==> src/rtl/adder_pkg.sv <==
// Shared types and default sizing for the multicycle adder.
// Operand width defaults to 32 bits, added 8 bits per cycle.
package adder_pkg;
    localparam int N_DEF = 32;
    localparam int W_DEF = 8;

    typedef enum logic [1:0] {
        IDLE = 2'd0,
        BUSY = 2'd1,
        DONE = 2'd2
    } state_e;
endpackage

==> src/rtl/multicycle_adder_if.sv <==
// Operand/result handshake bundle for multicycle_adder.
// slave is the adder side; master is the producer/consumer side.
interface multicycle_adder_if
    import adder_pkg::*;
#(
    parameter int N = N_DEF
);
    logic         in_valid;
    logic         in_ready;
    logic [N-1:0] a;
    logic [N-1:0] b;
    logic         c_in;
    logic         sub;
    logic         out_valid;
    logic         out_ready;
    logic [N-1:0] sum;
    logic         c_out;
    logic         ovf;

    modport slave (
        input  in_valid, a, b, c_in, sub, out_ready,
        output in_ready, out_valid, sum, c_out, ovf
    );

    modport master (
        output in_valid, a, b, c_in, sub, out_ready,
        input  in_ready, out_valid, sum, c_out, ovf
    );
endinterface

==> src/rtl/chunk_adder.sv <==
// W-bit combinational adder slice; also reports the carry into its MSB
// so the caller can form two's-complement overflow on the top chunk.
module chunk_adder #(
    parameter int W = 8
) (
    input  logic [W-1:0] a,
    input  logic [W-1:0] b,
    input  logic         cin,
    output logic [W-1:0] s,
    output logic         cout,
    output logic         c_msb
);
    assign {cout, s} = {1'b0, a} + {1'b0, b} + {{W{1'b0}}, cin};
    // Sum bit = a ^ b ^ carry-in, so the MSB carry-in falls out directly.
    assign c_msb = s[W-1] ^ a[W-1] ^ b[W-1];
endmodule

==> src/rtl/multicycle_adder.sv <==
// N-bit adder/subtractor that processes one W-bit chunk per cycle through a
// single shared chunk_adder; valid/ready on both the operand and result side.
module multicycle_adder
    import adder_pkg::*;
#(
    parameter int N = N_DEF,
    parameter int W = W_DEF
) (
    input  logic                clk,
    input  logic                rst_n,
    multicycle_adder_if.slave   bus
);
    localparam int K  = N / W;
    localparam int CW = (K > 1) ? $clog2(K) : 1;

    state_e         state;
    logic [CW-1:0]  k;
    logic [N-1:0]   ra;
    logic [N-1:0]   rb;
    logic [N-1:0]   sum_r;
    logic           carry;
    logic           c_out_r;
    logic           ovf_r;

    logic [W-1:0]   ca;
    logic [W-1:0]   cb;
    logic [W-1:0]   cs;
    logic           co;
    logic           cm;

    assign ca = ra[int'(k)*W +: W];
    assign cb = rb[int'(k)*W +: W];

    chunk_adder #(.W(W)) u_chunk (
        .a     (ca),
        .b     (cb),
        .cin   (carry),
        .s     (cs),
        .cout  (co),
        .c_msb (cm)
    );

    always_ff @(posedge clk or negedge rst_n) begin
        if (!rst_n) begin
            state   <= IDLE;
            k       <= '0;
            ra      <= '0;
            rb      <= '0;
            carry   <= 1'b0;
            sum_r   <= '0;
            c_out_r <= 1'b0;
            ovf_r   <= 1'b0;
        end else begin
            case (state)
                IDLE: if (bus.in_valid) begin
                    // Subtract is A + ~B + 1; c_in is irrelevant then.
                    ra    <= bus.a;
                    rb    <= bus.b ^ {N{bus.sub}};
                    carry <= bus.sub | bus.c_in;
                    k     <= '0;
                    state <= BUSY;
                end
                BUSY: begin
                    sum_r[int'(k)*W +: W] <= cs;
                    carry <= co;
                    if (k == CW'(K-1)) begin
                        c_out_r <= co;
                        ovf_r   <= co ^ cm;
                        k       <= '0;
                        state   <= DONE;
                    end else begin
                        k <= k + 1'b1;
                    end
                end
                DONE: if (bus.out_ready) state <= IDLE;
                default: state <= IDLE;
            endcase
        end
    end

    // Handshake outputs come straight from state: no input-to-output path.
    assign bus.in_ready  = (state == IDLE);
    assign bus.out_valid = (state == DONE);
    assign bus.sum       = sum_r;
    assign bus.c_out     = c_out_r;
    assign bus.ovf       = ovf_r;
endmodule

==> src/flat_wrapper.sv <==
// flat-port wrapper written by rule: the top's interface ports become plain ports
module multicycle_adder_flat import adder_pkg::*;
#(
    parameter int N = N_DEF,
    parameter int W = W_DEF
)
  (clk, rst_n, bus_in_valid, bus_a, bus_b, bus_c_in, bus_sub, bus_out_ready, bus_in_ready, bus_out_valid, bus_sum, bus_c_out, bus_ovf);
  multicycle_adder_if #(.N(N)) bus_i ();
  input  logic clk;
  input  logic rst_n;
  input wire logic [$bits(bus_i.in_valid)-1:0] bus_in_valid;
  input wire logic [$bits(bus_i.a)-1:0] bus_a;
  input wire logic [$bits(bus_i.b)-1:0] bus_b;
  input wire logic [$bits(bus_i.c_in)-1:0] bus_c_in;
  input wire logic [$bits(bus_i.sub)-1:0] bus_sub;
  input wire logic [$bits(bus_i.out_ready)-1:0] bus_out_ready;
  output wire logic [$bits(bus_i.in_ready)-1:0] bus_in_ready;
  output wire logic [$bits(bus_i.out_valid)-1:0] bus_out_valid;
  output wire logic [$bits(bus_i.sum)-1:0] bus_sum;
  output wire logic [$bits(bus_i.c_out)-1:0] bus_c_out;
  output wire logic [$bits(bus_i.ovf)-1:0] bus_ovf;
  assign bus_i.in_valid = bus_in_valid;
  assign bus_i.a = bus_a;
  assign bus_i.b = bus_b;
  assign bus_i.c_in = bus_c_in;
  assign bus_i.sub = bus_sub;
  assign bus_i.out_ready = bus_out_ready;
  assign bus_in_ready = bus_i.in_ready;
  assign bus_out_valid = bus_i.out_valid;
  assign bus_sum = bus_i.sum;
  assign bus_c_out = bus_i.c_out;
  assign bus_ovf = bus_i.ovf;
  multicycle_adder #(.N(N), .W(W)) u_core (.clk(clk), .rst_n(rst_n), .bus(bus_i));
endmodule
==> config.mk <==
export PLATFORM = sky130hd
export DESIGN_NAME = multicycle_adder_flat
export DESIGN_NICKNAME = d
export VERILOG_FILES = /design/src/rtl/adder_pkg.sv /design/src/rtl/multicycle_adder_if.sv /design/src/rtl/chunk_adder.sv /design/src/rtl/multicycle_adder.sv /design/src/flat_wrapper.sv
export SDC_FILE = /design/constraint.sdc
export NUM_CORES = 1
export LEC_CHECK = 0
export CAP_MARGIN = 20
export CORE_MARGIN = 2
export CORE_UTILIZATION = 50
export CTS_BUF_LIST = sky130_fd_sc_hd__clkbuf_8
export DETAILED_ROUTE_END_ITERATION = 10
export PLACE_DENSITY = 0.79
export SLEW_MARGIN = 10
export SYNTH_ARGS = -nofsm -noshare
export SYNTH_HDL_FRONTEND = slang
export SYNTH_HIERARCHICAL = 1
export SYNTH_SLANG_ARGS = --single-unit
==> constraint.sdc <==
create_clock -name clk -period 4.3 [get_ports clk]
set_input_delay 0.86 -clock clk [delete_from_list [all_inputs] [get_ports clk]]
set_output_delay 0.86 -clock clk [all_outputs]
set_load 0.005 [all_outputs]
# [Yosys cells after proc, flatten, opt, wreduce, memory -nomap -nowiden]
# Index checks and enable logic that the tools add are counted.
[totals] ff_bits=103 input_bits=70 elab_cells=43
[op_classes] muxes=10 n_shift=4 eq_ne=6 reduce_logical=6 addsub=4 bitwise_logic=5
[ops] op="32-bit by 6-bit indexed part select with 8-bit output" count=2
[ops] op="5-bit negator with 33-bit output" count=1
[ops] op="8-bit by 33-bit variable shift with 32-bit output, first input constant" count=1
[ops] op="8-bit by 33-bit indexed part select with 32-bit output" count=1
[ops] op="32-bit bitwise mux" count=1
[ops] op="32-bit XOR" count=1
[ops] op="2-bit two-way mux" count=5
[ops] op="8-bit by 8-bit adder with 9-bit output" count=1
[ops] op="9-bit by 1-bit adder with 9-bit output" count=1
[ops] op="2-bit case mux with 3 select lines" count=1
[ops] op="2-bit AND reduction" count=3
[ops] op="2-bit equality test, second input constant" count=2
[ops] op="2-bit != test, second input constant" count=2
[ops] op="2-bit case mux with 2 select lines" count=1
[ops] op="3-bit AND reduction" count=1
[ops] op="1-bit XOR" count=3
[ops] op="2-bit by 1-bit adder with 2-bit output, second input constant" count=1
[ops] op="2-bit by 1-bit equality test with 1-bit output, second input constant" count=1
[ops] op="2-bit logical NOT" count=1
[ops] op="2-bit by 1-bit != test with 1-bit output, second input constant" count=1
[ops] op="1-bit case mux with 2 select lines" count=1
[ops] op="2-bit nonzero test" count=1
[ops] op="1-bit two-way mux" count=1
[ops] op="1-bit bitwise OR" count=1

# [Depth between registers and ports, before layout]
[logic_depth] word_depth=6 depth_mapped=11 depth_no_buf=9

# [By module]
# The synthesis kept the hierarchy.
[modules_own_cells] mod="multicycle_adder" area_per_inst_um2=4596.9 cells_per_inst=410 n_inst=1 seq_area_each_um2=2577.5
[modules_own_cells] mod="chunk_adder" area_per_inst_um2=376.6 cells_per_inst=44 n_inst=1 seq_area_each_um2=0.0

# [Worst setup path before layout]
# OpenSTA, ideal clock, no wires.
[synth_timing] path_kind="reg-to-reg" from="register u_core.k[0]" to="register u_core.c_out_r, in the netlist u_core/bus.c_out" arrival_ps=3114 setup_slack_ps=1061 t_required_ps=4175 path_stages_with_launch=10 setup_time_ps=125 path_buffers=1 path_cell_list="dfrtp_1 > buf_6 > mux4_2 > fa_1 > fa_1 > a21o_2 > a21oi_1 > o21ai_0 > a31o_2 > mux2_2"
[synth_via] elab_chain_len=3 word_cells_on_any_way=6 cone_classes="2 x add/sub; 1 x eq/ne; 2 x shift; 1 x reduce/logical"
[synth_rtl] element="start, declared" line_no="multicycle_adder.sv:17" source="logic [CW-1:0] k;"
[synth_rtl] element="start signal, assigned" line_no="multicycle_adder.sv:72" source="k <= k + 1'b1;"
[synth_rtl] element="32-bit by 6-bit indexed part select with 8-bit output" line_no="multicycle_adder.sv:31" source="assign ca = ra[int'(k)*W +: W];"
[synth_rtl] element="net u_core.ca[0]" line_no="multicycle_adder.sv:25" source="logic [W-1:0] ca;"
[synth_rtl] element="8-bit by 8-bit adder with 9-bit output" line_no="chunk_adder.sv:13" source="assign {cout, s} = {1'b0, a} + {1'b0, b} + {{W{1'b0}}, cin};"
[synth_rtl] element="9-bit by 1-bit adder with 9-bit output" line_no="chunk_adder.sv:13"
[synth_rtl] element="net u_core.co" line_no="multicycle_adder.sv:28" source="logic co;"
[synth_rtl] element="end signal, assigned" line_no="multicycle_adder.sv:67" source="c_out_r <= co;"
[synth_rtl] element="end, declared" line_no="multicycle_adder.sv:22" source="logic c_out_r;"
# The timed path passes the listed nets, and every way through them passes these cells.
# A chain may end at the register's enable or synchronous reset.

# [Final worst setup path]
[layout_timing] from="register u_core.k[0]" to="register u_core.ovf_r, in the netlist u_core/bus.ovf"
[layout_via] word_cells_on_any_way=9 cone_classes="2 x add/sub; 1 x eq/ne; 2 x shift; 3 x bitwise; 1 x reduce/logical"
[layout_lines] element="32-bit by 6-bit indexed part select with 8-bit output" line_no="multicycle_adder.sv:32" source="assign cb = rb[int'(k)*W +: W];"
[layout_lines] element="net u_core.cb[0]" line_no="multicycle_adder.sv:26" source="logic [W-1:0] cb;"
[layout_lines] element="8-bit by 8-bit adder with 9-bit output" line_no="chunk_adder.sv:13"
[layout_lines] element="9-bit by 1-bit adder with 9-bit output" line_no="chunk_adder.sv:13"
[layout_lines] element="net u_core.co" line_no="multicycle_adder.sv:28"
[layout_lines] element="1-bit XOR" line_no="multicycle_adder.sv:68" source="ovf_r <= co ^ cm;"
[layout_lines] element="end signal, assigned" line_no="multicycle_adder.sv:68"
[layout_lines] element="end, declared" line_no="multicycle_adder.sv:23" source="logic ovf_r;"
# The timed path passes the listed nets, and every way through them passes these cells.

==> out/qor.yml <==
viasPerCell: 5.40
die_h_um: 104
status: "finished, final reports clean"
routedWlPerCell_um: 16.2
gr-total-overflow: 0
area_delta_synth_final_pct: 26.7
yosysMostFrequentCell: "nand2_1"
r2r-end: "u_core/bus.ovf$_DFFE_PN0P_"
ir_drop_mv: 0.427
ant_nets: 0
cp.arrival_ps: 3780
synth_compound_area_frac: 0.122
crit_fanout: 8
vias: 3716
synthFlopType: "dfrtp_1"
cts.sinks: 103
first_global_vias: 3750
rows: 36
synth_cells: 454
min_path_cells: 2
syn_area_sq_um: 4970
ys_seq_elements: 103
antenna_found_initial: 0
end_kind: "flip-flop"
fmax_ghz: 0.281
min_path_type: "flip-flop to flip-flop"
whs_endpoint: "u_core/ra[31]$_DFFE_PN0P_"
switching_share: 0.415
period_share: 0.828
design.die.area_sq_um: 10800
p_leak_nw: 2.84
synth_xor_area_frac: 0.0714
dr.pass1.iters: 5
routabilityCongestion: 0.834
core-area_sq_um: 9730
holdWs_ps: 485
antenna_cells: 0
synth_top_family_by_area: "simple AND/OR/NAND/NOR gates"
finalPower_mw: 5.04
htreeDepth: 3
internal_power_mw: 2.95
postCtsSetupBuffers: 0
cts.clk_slew.worst_paths_ps: 90
worst_slew_pin_slew_ps: 1010
numCtsBuffers: 9
cts_tree: "built"
start_util: 0.511
post-dp-hpwl_um: 8110
setup_viol: 0
cts_max_path_buffers: 2
drv_slew: 0
start_kind: "flip-flop"
root_buffer: "clkbuf_8"
p_comb_frac: 0.548
rr_worst_depth: 10
synth.distinct_cells: 40
clkPwrFrac: 0.128
postCtsResizedCells: 0
rsz0062_at_grt: "false"
p_sw_mw: 2.09
synth_adder_area_share: 0.0382
initialDrtViolationCount: 217
synth_common_cells: "134 x nand2_1, 103 x dfrtp_1, 37 x o21ai_0"
power.share.sequential: 0.325
setup.worst_path.class: "flip-flop to flip-flop"
ys_seq_area_frac: 0.518
ys_async_sr_fraction: 1.00
post-route-util: 0.648
ff2ff_setup_slack_ps: 740
hp-start: "u_core/ra[31]$_DFFE_PN0P_"
insertion_delay_ps: 370
die_w_um: 104
syn_nets: 538
place_area_sq_um: 6090
max-slew-margin-rel: 0.330
drive_above_1_share: 0.0847
grt_first_pass_wirelength_um: 18300
yosysWarnings: 6
worst_clock_skew_ps: 10.6
hold_viol: 0
fin_area_sq_um: 6300
setup_tns_ps: 0
power.density_nw_per_um2: 800
cts-hold-fix-buffers: 0
ios: 106
track_usage: 0.215
port_buffers: 105
wirelength_um: 11100
post-route-drc-count: 0
worstPathRequired_ps: 4520
timing.rr.start: "u_core/k[0]$_DFFE_PN0P_"
synth_edf_count: 0
synthTopCellsByArea: "dfrtp_1 52%, nand2_1 10%, mux4_2 7.2%"
synthSimpleGateAreaFrac: 0.143
grt_max_degree: 100
netlist.area_leader.share: 0.518
syn_avg_cell_area_sq_um: 11.0
drv_cap: 0
nNetsFinal: 635
fin_crit_ps: 3560
synth.mux.area_fraction: 0.0747
yosys.area.top_type: "dfrtp_1"
-- routing by layer --
metal,GRT usage,share of wire,vias to the layer above
met2,0.367,0.49,153
met1,0.272,0.43,1790
met5,0,0,-
met3,0.0491,0.057,16
li1,-,-,1757
met4,0.0753,0.021,0
-- cell usage in the layout, fill, tap and decap left out, types with 2 or more instances in the layout --
cell,instances
a22o_1,32
bufinv_16,2
buf_4,6
o21ai_0,37
o31ai_1,2
dfrtp_1,103
clkinvlp_4,2
clkdlybuf4s50_1,103
nand3_1,3
ha_1,12
a21oi_1,4
inv_1,7
clkbuf_8,9
xnor2_1,36
nand2_1,134
mux4_2,16
nor3_1,5
nand2b_1,4
nor2_1,6
o21ai_1,4
fa_1,2
nand3b_1,3
xor2_1,2
-- registers in the layout, indices dropped and copies added (netlist names) --
signal,count
u_core/bus.c_out,1
u_core/carry,1
u_core/ra,32
u_core/rb,32
u_core/bus.ovf,1
u_core/k,2
u_core/state,2
u_core/bus.sum,32
-- cell type report --
class	instances	area (sq um)
repair buffers	110	1080
inverters	6	22.5
multi-input cells	321	2240
clock inverters	6	87.6
well taps	133	166
flip-flops and latches	103	2580
fillers	794	3430
clock buffers	9	124
-- worst max-delay path: stages, from the launching register on --
cell and delay (ps):
dfrtp_1 560, buf_4 270, mux4_2 540, fa_1 470, fa_1 420, a21o_2 220, a21oi_1 290, o21ai_0 120
a31o_2 280, xnor2_1 140, o21ai_0 100
-- power groups by stage --
stage,Sequential (mW),Clock (mW),Combinational (mW)
after floorplan,1.55,0,1.99
final,1.63,0.643,2.76
after CTS,1.64,0.655,2.75
after global placement,1.63,0,2.62
after global routing,1.68,0.695,3.05
after detailed placement,1.65,0,2.73
-- cell families (layout without fill, tap and decap cells) --
logic type / count (synthesis) / in the layout
AOI/OAI and AO/OA: 88 / 88
xor gates and xnor gates: 39 / 39
adders and majority gates: 14 / 14
buffers and inverters: 30 / 131
DFF: 103 / 103
muxes: 17 / 17
and+or+nand+nor: 163 / 163
-- how the worst max path moves through the flow --
stage | startpoint | end | slack (ps) | cells past startpoint
6_report | u_core/k[0]$_DFFE_PN0P_ | u_core/bus.ovf$_DFFE_PN0P_ | 740 | 10
5_1_grt | u_core/k[0]$_DFFE_PN0P_ | u_core/bus.ovf$_DFFE_PN0P_ | 480 | 10
4_1_cts | u_core/k[0]$_DFFE_PN0P_ | u_core/bus.ovf$_DFFE_PN0P_ | 730 | 10
3_5_place_dp | u_core/k[0]$_DFFE_PN0P_ | u_core/bus.ovf$_DFFE_PN0P_ | 780 | 10
3_3_place_gp | u_core/k[0]$_DFFE_PN0P_ | u_core/bus.c_out$_DFFE_PN0P_ | 850 | 9
2_1_floorplan | u_core/k[0]$_DFFE_PN0P_ | u_core/bus.c_out$_DFFE_PN0P_ | 1060 | 9
-- metrics by stage --
| step | setup slack [ps] | cells |
|---|---|---|
| final | 740 | 688 |
| after global routing | 482 | 688 |
| after detailed placement | 777 | 673 |
| after floorplan | 1060 | 454 |
| after global placement | 849 | 673 |
| after CTS | 733 | 688 |
Power figures use the tool's default switching activity.
